<file path="config.mk">
export PLATFORM = sky130hd
export DESIGN_NAME = control_sequencer_module_flat
export DESIGN_NICKNAME = d
export VERILOG_FILES = /design/src/rtl/control_sequencer_module_if.sv /design/src/rtl/control_sequencer_module.sv /design/src/flat_wrapper.sv
export SDC_FILE = /design/constraint.sdc
export NUM_CORES = 1
export LEC_CHECK = 0
export ABC_AREA = 1
export CORE_MARGIN = 2
export CORE_UTILIZATION = 36
export DETAILED_ROUTE_END_ITERATION = 10
export PLACE_DENSITY = 0.73
export SLEW_MARGIN = 20
export SYNTH_ARGS = -nofsm -noshare
export SYNTH_HDL_FRONTEND = slang
export SYNTH_SLANG_ARGS = --single-unit
</file>
<file path="constraint.sdc">
create_clock -name clk -period 1.9 [get_ports clk]
set_clock_uncertainty 0.15 [all_clocks]
set_input_delay 0.57 -clock clk [delete_from_list [all_inputs] [get_ports clk]]
set_output_delay 0.57 -clock clk [all_outputs]
set_load 0.01 [all_outputs]
</file>
<file path="src/rtl/control_sequencer_module_if.sv">
// Shared-bus control strobes between the microcoded sequencer (master) and the
// datapath registers (slave), plus the opcode/flag inputs the sequencer decodes.
interface control_sequencer_module_if;
  logic [3:0] opcode;
  logic       carry;
  logic       zero;
  logic       pc_oe;
  logic       pc_ie;
  logic       pc_step;
  logic       mar_ie;
  logic       ram_oe;
  logic       ram_ie;
  logic       ir_ie;
  logic       ir_oe;
  logic       a_ie;
  logic       a_oe;
  logic       b_ie;
  logic       alu_oe;
  logic       alu_sub;
  logic       flags_ie;
  logic       out_ie;
  logic       hlt;
  logic [2:0] tstate;

  modport master (
    input  opcode, carry, zero,
    output pc_oe, pc_ie, pc_step, mar_ie, ram_oe, ram_ie, ir_ie, ir_oe,
           a_ie, a_oe, b_ie, alu_oe, alu_sub, flags_ie, out_ie, hlt, tstate
  );

  modport slave (
    output opcode, carry, zero,
    input  pc_oe, pc_ie, pc_step, mar_ie, ram_oe, ram_ie, ir_ie, ir_oe,
           a_ie, a_oe, b_ie, alu_oe, alu_sub, flags_ie, out_ie, hlt, tstate
  );
endinterface

</file>
<file path="src/rtl/control_sequencer_module.sv">
// Fetch/execute T-state sequencer for the 8-bit bus CPU: decodes T-state, opcode
// and flags into the per-cycle bus drive/load strobes, with a sticky halt.
module control_sequencer_module (
  input  logic                         clk,
  input  logic                         rst,
  control_sequencer_module_if.master   bus
);

  typedef enum logic [2:0] {
    T0 = 3'd0,
    T1 = 3'd1,
    T2 = 3'd2,
    T3 = 3'd3,
    T4 = 3'd4
  } tstate_e;

  localparam logic [3:0] OP_LDA = 4'b0001;
  localparam logic [3:0] OP_ADD = 4'b0010;
  localparam logic [3:0] OP_SUB = 4'b0011;
  localparam logic [3:0] OP_STA = 4'b0100;
  localparam logic [3:0] OP_LDI = 4'b0101;
  localparam logic [3:0] OP_JMP = 4'b0110;
  localparam logic [3:0] OP_JC  = 4'b0111;
  localparam logic [3:0] OP_JZ  = 4'b1000;
  localparam logic [3:0] OP_OUT = 4'b1110;
  localparam logic [3:0] OP_HLT = 4'b1111;

  tstate_e tstate_q, tstate_d;
  logic    halted_q, halted_d;

  always_ff @(posedge clk or posedge rst) begin
    if (rst) begin
      tstate_q <= T0;
      halted_q <= 1'b0;
    end else begin
      tstate_q <= tstate_d;
      halted_q <= halted_d;
    end
  end

  // Each instruction returns to T0 right after its last step; HLT parks in T2.
  always_comb begin
    tstate_d = tstate_q;
    halted_d = halted_q;
    if (!halted_q) begin
      case (tstate_q)
        T0: tstate_d = T1;
        T1: tstate_d = T2;
        T2: begin
          case (bus.opcode)
            OP_LDA, OP_ADD, OP_SUB, OP_STA: tstate_d = T3;
            OP_HLT: begin
              tstate_d = T2;
              halted_d = 1'b1;
            end
            default: tstate_d = T0;
          endcase
        end
        T3: begin
          if (bus.opcode == OP_ADD || bus.opcode == OP_SUB) tstate_d = T4;
          else tstate_d = T0;
        end
        default: tstate_d = T0;
      endcase
    end
  end

  assign bus.tstate = tstate_q;

  // hlt is raised already in the T2 that sets the sticky bit, so the halt is visible from T2 on.
  always_comb begin
    bus.pc_oe    = 1'b0;
    bus.pc_ie    = 1'b0;
    bus.pc_step  = 1'b0;
    bus.mar_ie   = 1'b0;
    bus.ram_oe   = 1'b0;
    bus.ram_ie   = 1'b0;
    bus.ir_ie    = 1'b0;
    bus.ir_oe    = 1'b0;
    bus.a_ie     = 1'b0;
    bus.a_oe     = 1'b0;
    bus.b_ie     = 1'b0;
    bus.alu_oe   = 1'b0;
    bus.alu_sub  = 1'b0;
    bus.flags_ie = 1'b0;
    bus.out_ie   = 1'b0;
    bus.hlt      = 1'b0;
    if (rst) begin
      bus.hlt = 1'b0;
    end else if (halted_q) begin
      bus.hlt = 1'b1;
    end else begin
      case (tstate_q)
        T0: begin
          bus.pc_oe  = 1'b1;
          bus.mar_ie = 1'b1;
        end
        T1: begin
          bus.ram_oe  = 1'b1;
          bus.ir_ie   = 1'b1;
          bus.pc_step = 1'b1;
        end
        T2: begin
          case (bus.opcode)
            OP_LDA, OP_ADD, OP_SUB, OP_STA: begin
              bus.ir_oe  = 1'b1;
              bus.mar_ie = 1'b1;
            end
            OP_LDI: begin
              bus.ir_oe = 1'b1;
              bus.a_ie  = 1'b1;
            end
            OP_JMP: begin
              bus.ir_oe = 1'b1;
              bus.pc_ie = 1'b1;
            end
            OP_JC: begin
              bus.ir_oe = bus.carry;
              bus.pc_ie = bus.carry;
            end
            OP_JZ: begin
              bus.ir_oe = bus.zero;
              bus.pc_ie = bus.zero;
            end
            OP_OUT: begin
              bus.a_oe   = 1'b1;
              bus.out_ie = 1'b1;
            end
            OP_HLT:  bus.hlt = 1'b1;
            default: bus.hlt = 1'b0;
          endcase
        end
        T3: begin
          case (bus.opcode)
            OP_LDA: begin
              bus.ram_oe = 1'b1;
              bus.a_ie   = 1'b1;
            end
            OP_ADD, OP_SUB: begin
              bus.ram_oe  = 1'b1;
              bus.b_ie    = 1'b1;
              bus.alu_sub = (bus.opcode == OP_SUB);
            end
            OP_STA: begin
              bus.a_oe   = 1'b1;
              bus.ram_ie = 1'b1;
            end
            default: bus.hlt = 1'b0;
          endcase
        end
        T4: begin
          if (bus.opcode == OP_ADD || bus.opcode == OP_SUB) begin
            bus.alu_oe   = 1'b1;
            bus.a_ie     = 1'b1;
            bus.flags_ie = 1'b1;
            bus.alu_sub  = (bus.opcode == OP_SUB);
          end
        end
        default: bus.hlt = 1'b0;
      endcase
    end
  end

endmodule

</file>
<file path="src/flat_wrapper.sv">
// flat-port wrapper written by rule: the top's interface ports become plain ports
module control_sequencer_module_flat 
  (clk, rst, bus_opcode, bus_carry, bus_zero, bus_pc_oe, bus_pc_ie, bus_pc_step, bus_mar_ie, bus_ram_oe, bus_ram_ie, bus_ir_ie, bus_ir_oe, bus_a_ie, bus_a_oe, bus_b_ie, bus_alu_oe, bus_alu_sub, bus_flags_ie, bus_out_ie, bus_hlt, bus_tstate);
  control_sequencer_module_if bus_i ();
  input  logic clk;
  input  logic rst;
  input wire logic [$bits(bus_i.opcode)-1:0] bus_opcode;
  input wire logic [$bits(bus_i.carry)-1:0] bus_carry;
  input wire logic [$bits(bus_i.zero)-1:0] bus_zero;
  output wire logic [$bits(bus_i.pc_oe)-1:0] bus_pc_oe;
  output wire logic [$bits(bus_i.pc_ie)-1:0] bus_pc_ie;
  output wire logic [$bits(bus_i.pc_step)-1:0] bus_pc_step;
  output wire logic [$bits(bus_i.mar_ie)-1:0] bus_mar_ie;
  output wire logic [$bits(bus_i.ram_oe)-1:0] bus_ram_oe;
  output wire logic [$bits(bus_i.ram_ie)-1:0] bus_ram_ie;
  output wire logic [$bits(bus_i.ir_ie)-1:0] bus_ir_ie;
  output wire logic [$bits(bus_i.ir_oe)-1:0] bus_ir_oe;
  output wire logic [$bits(bus_i.a_ie)-1:0] bus_a_ie;
  output wire logic [$bits(bus_i.a_oe)-1:0] bus_a_oe;
  output wire logic [$bits(bus_i.b_ie)-1:0] bus_b_ie;
  output wire logic [$bits(bus_i.alu_oe)-1:0] bus_alu_oe;
  output wire logic [$bits(bus_i.alu_sub)-1:0] bus_alu_sub;
  output wire logic [$bits(bus_i.flags_ie)-1:0] bus_flags_ie;
  output wire logic [$bits(bus_i.out_ie)-1:0] bus_out_ie;
  output wire logic [$bits(bus_i.hlt)-1:0] bus_hlt;
  output wire logic [$bits(bus_i.tstate)-1:0] bus_tstate;
  assign bus_i.opcode = bus_opcode;
  assign bus_i.carry = bus_carry;
  assign bus_i.zero = bus_zero;
  assign bus_pc_oe = bus_i.pc_oe;
  assign bus_pc_ie = bus_i.pc_ie;
  assign bus_pc_step = bus_i.pc_step;
  assign bus_mar_ie = bus_i.mar_ie;
  assign bus_ram_oe = bus_i.ram_oe;
  assign bus_ram_ie = bus_i.ram_ie;
  assign bus_ir_ie = bus_i.ir_ie;
  assign bus_ir_oe = bus_i.ir_oe;
  assign bus_a_ie = bus_i.a_ie;
  assign bus_a_oe = bus_i.a_oe;
  assign bus_b_ie = bus_i.b_ie;
  assign bus_alu_oe = bus_i.alu_oe;
  assign bus_alu_sub = bus_i.alu_sub;
  assign bus_flags_ie = bus_i.flags_ie;
  assign bus_out_ie = bus_i.out_ie;
  assign bus_hlt = bus_i.hlt;
  assign bus_tstate = bus_i.tstate;
  control_sequencer_module u_core (.clk(clk), .rst(rst), .bus(bus_i));
endmodule
</file>
==> results of run 1 <==
[layout make-up]
class,instances,area [µm²],share of cell area [%]
multi-input cells,69,443,40.5
repair buffers,55,455,41.6
flip-flops and latches,4,103,9.38
clock buffers,3,22.5,2.06
well taps,15,18.8,1.72
inverters,13,51.3,4.69
[power breakdown]
group	leakage [nW]	switching (mW)	internal (mW)	total [mW]
Combinational	0.545	0.0456	0.0490	0.0946
Clock	0.0138	0.0347	0.0706	0.105
Sequential	0.0344	0	0.0857	0.0857
Total	0.594	0.0803	0.205	0.286
[kinds of logic (layout without fill, tap and decap cells)]
kind of cell           after synthesis  in the layout  synth area share [%]
AO/OA/AOI/OAI                        9              9                  11.0
AND/OR/NAND/NOR                     60             60                  54.6
flip-flops                           4              4                  21.0
buffers and inverters               15             71                  13.4
[layer usage]
metal	GRT usage, %	part of all wire (%)	wire length (µm)	vias to the layer above
met5	0	0	0	-
met4	11.7	3.2	80	0
met3	0	3.7	91	10
met2	57.5	56	1390	32
met1	29.5	37	902	383
li1	-	-	-	387
[through the flow]
stage          TNS [ns]  hold slack, ns
2_1_floorplan         0           0.186
3_3_place_gp     -15.08           0.434
3_5_place_dp     -15.67           0.434
4_1_cts           -2.10           0.198
5_1_grt           -3.79           0.228
6_report          -2.95           0.205
[sequential cells by signal, indices dropped and copies added, names as in the netlist]
name,flops
u_core.halted_q,1
u_core.bus.tstate,3
[cells in the mapped netlist (all sizes together)]
cell,count
buf,2
dfrtp,4
nand2,30
o22ai,1
nor3,2
nor2,20
a21oi,3
inv,13
nand4,2
o21ai,4
o21bai,1
nand3,6
[worst paths after layout]
kind / to / startpoint / slack, ns / cells past startpoint
min in group clk: u_core.bus.tstate[2] / u_core.halted_q / 0.48 / 2
max reg2reg: u_core.bus.tstate[0] / u_core.bus.tstate[2] / 0.50 / 8
min: u_core.bus.tstate[2] / rst / 0.21 / 3
min reg2reg: u_core.bus.tstate[2] / u_core.halted_q / 0.48 / 2
max: bus_a_ie / bus_opcode[2] / -0.32 / 8
max in group asynchronous: u_core.bus.tstate[1] / rst / 1.23 / 3
[worst register-to-register path, cell delays in order (launching register included)]
cell	delay [ns]
dfrtp_1	0.38
inv_2	0.09
nand2_2	0.06
nor2_4	0.20
nand2_1	0.13
nand2_2	0.08
nand2_2	0.06
buf_4	0.13
nand2_1	0.04
[repair_timing]
| action | in CTS | in global routing |
|---|---|---|
| buffers inserted | 7 | 5 |
| endpoints found under the setup margin | 19 | 17 |
| resized for setup | 137 | 15 |
| pin swaps | 19 | 14 |
[layout by cell type (no fill, tap or decap), drive strengths merged]
master	synthesis	routed
a21oi	3	3
buf	2	50
clkbuf	0	3
clkdlybuf4s15	0	1
dfrtp	4	4
dlygate4sd2	0	4
inv	13	13
nand2	30	30
nand3	6	6
nand4	2	2
nor2	20	20
nor3	2	2
o21ai	4	4
o21bai	1	1
o22ai	1	1
==> results.md, run 1 <==
- Initial Util: 37.6%
- Crit path max-delay family: simple AND/OR/NAND/NOR gates
- Final nets: 154
- Hold Vio Cnt, Final: 0
- Vert. Die Dim: 40.4 µm
- Gr ovfl total: 0
- RePlAce Congestion: slightly above 0.8
- Final Util: 86.2%
- Worst path bufs/invs: 4
- Average size of a mapped cell: 5.42 µm²
- 1st-pass router iterations: 4
- Drt first-iter violations: 18
- Setup ws final: -0.318 ns
- VDD IR max: roughly 0.29 mV
- Row count: 13
- Clk sinks: 4
- Final cell count without fillers: 159
- GRT Total Usage: 28.2%
- Final min period: 2.22 ns
- Initial antenna violation count: 0
- CTS Buffer Depth: 2
- Period utilisation layout: 117%
- Critical path class: in -> out
- Distinct cells, synth: 17
- Final setup fails: 16
- Violated checks: setup timing
- Required time of the critical path: 1.18 ns
- Vias in the first global route: 728
- Die width: 40.4 µm
- Number of cells after detailed placement: 145
- Syn Nets: 96
- Hold_buf cts: 0
- Final instance area: 1090 µm²
- Worst Setup End Kind: output port
- Largest net degree at the start of global routing: 7
- Cts bufs inserted: 3
- Path type of the worst min-delay path: in -> async
- Top cell type's share of synthesized area: between 20% and 30%
- Pre-CTS setup slack: -1.09 ns
- Avg Vias per Cell: 5.11
- Largest cells by area after synthesis: nand2_1, dfrtp_1, nor2_1
- Seq/Total Area, Yosys: 21.0%
- Final Power: ~0.29 mW
- Diodes inserted: 0
- Core Box Area: between 1000 and 1500 µm²
- YS warnings: 0
- Syn-to-layout area delta: 129%
- Post-DP Area: between 800 and 900 µm²
- Full die area: 1630 µm²
- Via count: roughly 800
- H-tree depth: 1
- Status: complete, but fails checks
- Clk_lat worst skew: 0.24 ns
- Synth Instances: 88
- First-pass GRT wire length: 3.04 mm
- Worst path slowest cell: nand4_1
- Pwr dens: 261 nW/µm²
- Slew HR: between 80 and 90%
- Yosys reg bits: 4
- Slew Limit Fails: 0
- WL final: 2.46 mm
- Max incr delay on CP: approximately 0.18 ns
- Crit Path Max Fanout: 5
- Static leakage: 0.594 nW
- Area leader, netlist: nand2_1
- RSZ-0062 raised after global routing: yes
- CP dominant cell by count: buf_6
- Mapped Area: about 480 µm²
- Maxcap violations: 0
- Clock transition at the registers of the reported paths: 0.04 ns
- Post-DP HPWL: 1.29 mm
- CP arrival: roughly 1.5 ns
- Max Freq: 451 MHz
- Share of cells above drive strength 1: between 60 and 70%
- Post-route ant nets: 0
- Startpoint Class: input port
- Drt drc: 0
- CTS root buffer: clkbuf_4
- Worst slew pin tran: between 0.2 and 0.25 ns
- CTS tree: yes
- WL/cell: 15.5 µm
- Ports: 27
- Port Buffer Count: 26
- FILL cells: 73
- CP cell instances: buf_12 > nor2_4 > buf_6 > nand4_1 > nand3_2 > nand2_1 > inv_1 > buf_6
(Power assumes the default switching activity.)
==> inputs of run 2 (changes only) <==
--- a/config.mk
+++ b/config.mk
@@ -10,6 +10,7 @@
 export CORE_UTILIZATION = 36
 export DETAILED_ROUTE_END_ITERATION = 10
 export PLACE_DENSITY = 0.73
+export SKIP_LAST_GASP = 1
 export SLEW_MARGIN = 20
 export SYNTH_ARGS = -nofsm -noshare
 export SYNTH_HDL_FRONTEND = slang
==> run 2 against run 1 <==
  * First-iteration DRC count is 11% lower
  * Critical path type unchanged
  * The run still ends with setup timing left
  * Via count down 3.7%
  * Highest routed layer unchanged
  * Largest power group unchanged
  * Critical path depth did not move
  * Register-to-register slack is essentially flat
  * Sequential share of layout area barely moved
==> results.md, run 2 (synthesis results as in run 1) <==
- Syn-to-layout area delta: 128%
- Slew HR: 85.3% (+0.35 points)
- 1st-pass router iterations: 4 (unchanged)
- Max Freq: 450 MHz (-0.15%)
- H-tree depth: 1 (unchanged)
- Clk_lat worst skew: 0.23 ns (about the same)
- Core Box Area: 1270 µm² (unchanged)
- Maxcap violations: 0 (unchanged)
- Post-route ant nets: 0 (unchanged)
- Most frequent cells in the layout: buf_4, nand2_1, buf_2
- CTS Buffer Depth: 2 (unchanged)
- Static leakage: 0.579 nW (-2.5%)
- Post-DP HPWL: 1.29 mm (unchanged)
- Critical path class: in -> out
- Worst Setup End Kind: output port
- Ports: 27 (unchanged)
- First-pass GRT wire length: 3.04 mm (unchanged)
- Gr ovfl total: 0 (unchanged)
- CP arrival: 1.50 ns (about the same)
- Avg Vias per Cell: 4.92 (-3.7%)
- VDD IR max: 0.289 mV (-0.60%)
- GRT Total Usage: 28.2% (unchanged)
- Row count: 13 (unchanged)
- CTS tree: yes
- Largest net degree at the start of global routing: 7 (unchanged)
- WL/cell: 14.4 µm (-7.0%)
- Setup ws final: -0.321 ns (-0.00325 ns)
- Die width: 40.4 µm (unchanged)
- Final min period: 2.22 ns (+0.00325 ns)
- Initial Util: 37.6% (unchanged)
- Max FFs per register: 3 (unchanged)
- Violated checks: setup timing
- Startpoint Class: input port
- Port Buffer Count: 26 (unchanged)
- Slew Limit Fails: 0 (unchanged)
- Final cell count without fillers: 159 (unchanged)
- Clk sinks: 4 (unchanged)
- Status: complete, but fails checks
- Diodes inserted: 0 (unchanged)
- Share of cells above drive strength 1: 64.6% (unchanged)
- Vert. Die Dim: 40.4 µm (unchanged)
- Initial antenna violation count: 0 (unchanged)
- WL final: 2.29 mm (-7.0%)
- Most common cell after layout, fill and taps aside: buf_4
- Final Power: 0.284 mW (-0.54%)
- Worst slew pin tran: 0.220 ns (-0.00517 ns)
- RSZ-0062 raised after global routing: yes
- Number of cells after detailed placement: 145 (unchanged)
- FILL cells: 75 (+2.7%)
- Final Util: 85.8% (-0.39 points)
- Pwr dens: 261 nW/µm² (about the same)
- Clock transition at the registers of the reported paths: 0.04 ns (about the same)
- Vias in the first global route: 728 (unchanged)
- Period utilisation layout: 117% (+0.17 points)
- Required time of the critical path: 1.18 ns (about the same)
- Full die area: 1630 µm² (unchanged)
- Drt first-iter violations: 16 (-2)
- Drt drc: 0 (unchanged)
- Final nets: 154 (unchanged)
- Post-DP Area: 883 µm² (unchanged)
- Final instance area: 1090 µm² (-0.46%)
- Hold Vio Cnt, Final: 0 (unchanged)
- RePlAce Congestion: 0.829 (unchanged)
- CTS root buffer: clkbuf_4
- Crit Path Max Fanout: 5 (unchanged)
- Final setup fails: 16 (unchanged)
- Path type of the worst min-delay path: in -> async
- Cts bufs inserted: 3 (unchanged)
- Via count: 782 (-3.7%)
## run 2: cell counts in the layout (fill, tap and decap cells not counted)
Identical to the previous run, type by type.
## run 2: stage by stage
stage	hold WS [ns]	worst slack (ns)	setup TNS, ns
2_1_floorplan	0.186	0.0345	0
3_3_place_gp	0.434	-1.05	-15.08
3_5_place_dp	0.434	-1.09	-15.67
4_1_cts	0.198	-0.222	-2.10
5_1_grt	0.228	-0.391	-3.59
6_report	0.204	-0.321	-2.73
## run 2: repair_timing
item / CTS / global route
buffers inserted: 7 / 5
hold buffers: 0 / 0
pin swaps: 19 / 14
endpoints found under the setup margin: 19 / 17
gates resized for setup: 137 / 14
## run 2: final timing paths
kind                                 startpoint              endpoint  slack, ns  cells after the start
setup / recovery                  bus_opcode[2]              bus_a_ie      -0.32                      8
max in group asynchronous                   rst  u_core.bus.tstate[1]       1.23                      3
hold / removal                              rst  u_core.bus.tstate[2]       0.20                      3
min in group clk                u_core.halted_q  u_core.bus.tstate[2]       0.48                      2
setup reg to reg           u_core.bus.tstate[2]  u_core.bus.tstate[0]       0.51                      8
hold reg to reg                 u_core.halted_q  u_core.bus.tstate[2]       0.48                      2
## run 2: cell type report
type / instances / area, µm² / share of cell area, %
Multi-Input combinational cell: 69 / 438 / 40.2
Sequential cell: 4 / 103 / 9.43
Clock buffer: 3 / 22.5 / 2.07
Tap cell: 15 / 18.8 / 1.72
Timing Repair Buffer: 55 / 455 / 41.8
Inverter: 13 / 51.3 / 4.71
## run 2: layer usage
metal	track usage (%)	vias to the layer above	share of wire, %
li1	-	389	-
met5	0	-	0
met2	57.5	24	58
met1	29.5	365	38
met4	11.7	0	1.3
met3	0	4	2.1
## run 2: report_power, final
part	internal (mW)	leakage (nW)	total, mW	switching (mW)
logic	0.0490	0.531	0.0934	0.0444
clock network	0.0706	0.0138	0.105	0.0343
registers	0.0857	0.0344	0.0857	0
## run 2: critical path, cell delays in order
cell,delay (ns)
buf_12,0.11
nor2_4,0.14
buf_6,0.13
nand4_1,0.18
nand3_2,0.14
nand2_1,0.07
inv_1,0.06
buf_6,0.09
==> RTL edit: new RTL, config.mk and constraints of run 2 <==
Reset style: synchronous (`rst`), changed in one clocked block.
--- a/src/rtl/control_sequencer_module.sv
+++ b/src/rtl/control_sequencer_module.sv
@@ -30,3 +30,3 @@
 
-  always_ff @(posedge clk or posedge rst) begin
+  always_ff @(posedge clk) begin
     if (rst) begin
Behaviour: differs if rst is asserted again (counterexample within 4 cycles, from zero or initial values and one cycle with rst high); with rst held inactive, the same outputs for 10 cycles.
==> RTL edit against run 2 <==
The run still ends with negative setup slack left. Synthesized area is 1.8% lower. Routed wire length is 37% higher. Via count is 13% higher. Maximum frequency is 2.8% higher. Count of clock-buffer cells in the layout stayed put. Sequential cell count stayed put. Global-route usage is 3.2 points higher. Cell area is 2.2% lower. Die area is 1.7% lower. First-iteration DRC count grew to 2.8 times the old value. Setup slack better by 61 ps. Register-to-register slack worse by 120 ps. Critical path type unchanged.
Power is not compared: it rests on default switching activity, and its combinational part moved more than twofold at a synthesized area within 25%.
==> RTL edit: results (changes against run 2) <==
metric;value;unit;change
status;finished with violations;;unchanged
violations;negative setup slack;;unchanged
largest_reg_flops;3;;unchanged
dr.pass1.iters;4;;unchanged
synth.area.top_cells;nand2_1 18%, dfxtp_1 17%, inv_1 10%;;was nand2_1 22%, dfrtp_1 21%, nor2_1 13%
gp_congestion;0.9486;;was 0.8290
grt_max_degree;7;;unchanged
n_fill_cell;44;;was 75
hpwl;1.240;mm;was 1.292 mm
synth.distinct_cells;19;;was 17
power.leakage;0.0005957;µW;
setup_slack;-260.1;ps;was -321.4 ps
hp-class;reg -> reg;;was in -> async
drive_above_1_share;0.6714;;was 0.6458
finalNetCount;150;;was 154
finalSetupViolCount;15;;was 16
critPathMaxFanout;4;;was 5
cts_inserted_buffers;3;;unchanged
drt-initial-drc-count;45;;was 16
antenna_found_initial;0;;unchanged
synth-main-ff-cell;dfxtp_1;;was dfrtp_1
grt_pass1_wl;3.305;mm;was 3.042 mm
synthTopCellsByCount;23 x nand2_1, 13 x inv_1, 13 x nor2_1;;was 28 x nand2_1, 16 x nor2_1, 11 x inv_1
io_buffers;26;;unchanged
clock_path_buffers;2;;unchanged
clock_tree.root_cell;clkbuf_4;;unchanged
ys_warn_count;0;;unchanged
max_slew.worst_pin.slew;328.8;ps;was 219.5 ps
grt_pass1_vias;725;;was 728
vdd_drop_max;0.0005041;V;
track_usage;0.3142;;was 0.2825
async_reset_ff_frac;0;;was 1.000
htreeDepth;1;;unchanged
path_clk_slew;40;ps;about the same
synth_nets;94;;was 96
fin_tns_setup;-2639;ps;was -2733 ps
clk_latency;250;ps;was 230 ps
routed_wirelength;3.127;mm;was 2.290 mm
place_ws;-1065;ps;was -1094 ps
ys_seq_area_frac;0.1711;;was 0.2100
vias_per_cell;5.721;;was 4.918
arrival;1440;ps;was 1500 ps
antenna_cells;0;;unchanged
-- RTL edit: where the power goes --
| part | switching (µW) | internal, µW |
|---|---|---|
| logic | 131 | 110 |
| registers | 11.0 | 90.4 |
| clock network | 44.9 | 71.3 |
-- RTL edit: metrics by stage --
step,cell area [µm²],hold slack (ps),utilization,instances
3_3_place_gp,853.3,366.9,0.7381,140
3_5_place_dp,853.3,395.2,0.7381,140
4_1_cts,939.7,378.8,0.8128,150
2_1_floorplan,470.5,355.8,-,86
5_1_grt,1065,452.5,0.9210,154
6_report,1065,445.4,0.9210,154
-- RTL edit: path summary, 6_finish.rpt --
kind / start / endpoint / slack [ps] / cells past startpoint
setup / recovery: bus_opcode[1] / bus_mar_ie / -260 / 10
hold / removal: u_core.bus.tstate[1]$_SDFFE_PP0N_ / u_core.bus.tstate[1]$_SDFFE_PP0N_ / 450 / 2
setup reg to reg: u_core.bus.tstate[2]$_SDFFE_PP0N_ / u_core.bus.tstate[1]$_SDFFE_PP0N_ / 390 / 9
hold reg to reg: u_core.bus.tstate[1]$_SDFFE_PP0N_ / u_core.bus.tstate[1]$_SDFFE_PP0N_ / 450 / 2
-- RTL edit: per-layer routing --
layer  global-route usage  vias up  wire length (µm)
met5                    0        -                 0
met2               0.5040       75              1437
met3              0.06111       22               289
li1                     -      378                 -
met4               0.1466        0               183
met1               0.3987      406              1217
-- RTL edit: cell families after synthesis --
group | share of synthesized area
AOI/OAI and AO/OA | 0.1150
buffers and inverters | 0.1604
and+or+nand+nor | 0.5535
DFF | 0.1711
-- RTL edit: final cells by class --
type,instances,area [µm²],share of cell area
Multi-Input combinational cell,64,444.2,0.4172
Inverter,16,65.06,0.06110
Tap cell,14,17.52,0.01645
Clock buffer,3,22.52,0.02115
Sequential cell,4,86.33,0.08108
Timing Repair Buffer,53,429.2,0.4031
-- RTL edit: worst max-delay path, cell delays in order --
cell and delay, ps:
buf_8 110, nor2_4 140, buf_6 120, nand2_4 60, nand2_2 80, nand2_2 70, nand2_2 70, nand2_2 70
inv_2 60, buf_6 90
-- RTL edit: what timing repair did --
action | in CTS | in global routing
setup buffers | 7 | 4
gates cloned | 0 | 0
gates resized for setup | 126 | 28
endpoints found under the setup margin | 19 | 16
pin swaps | 21 | 15
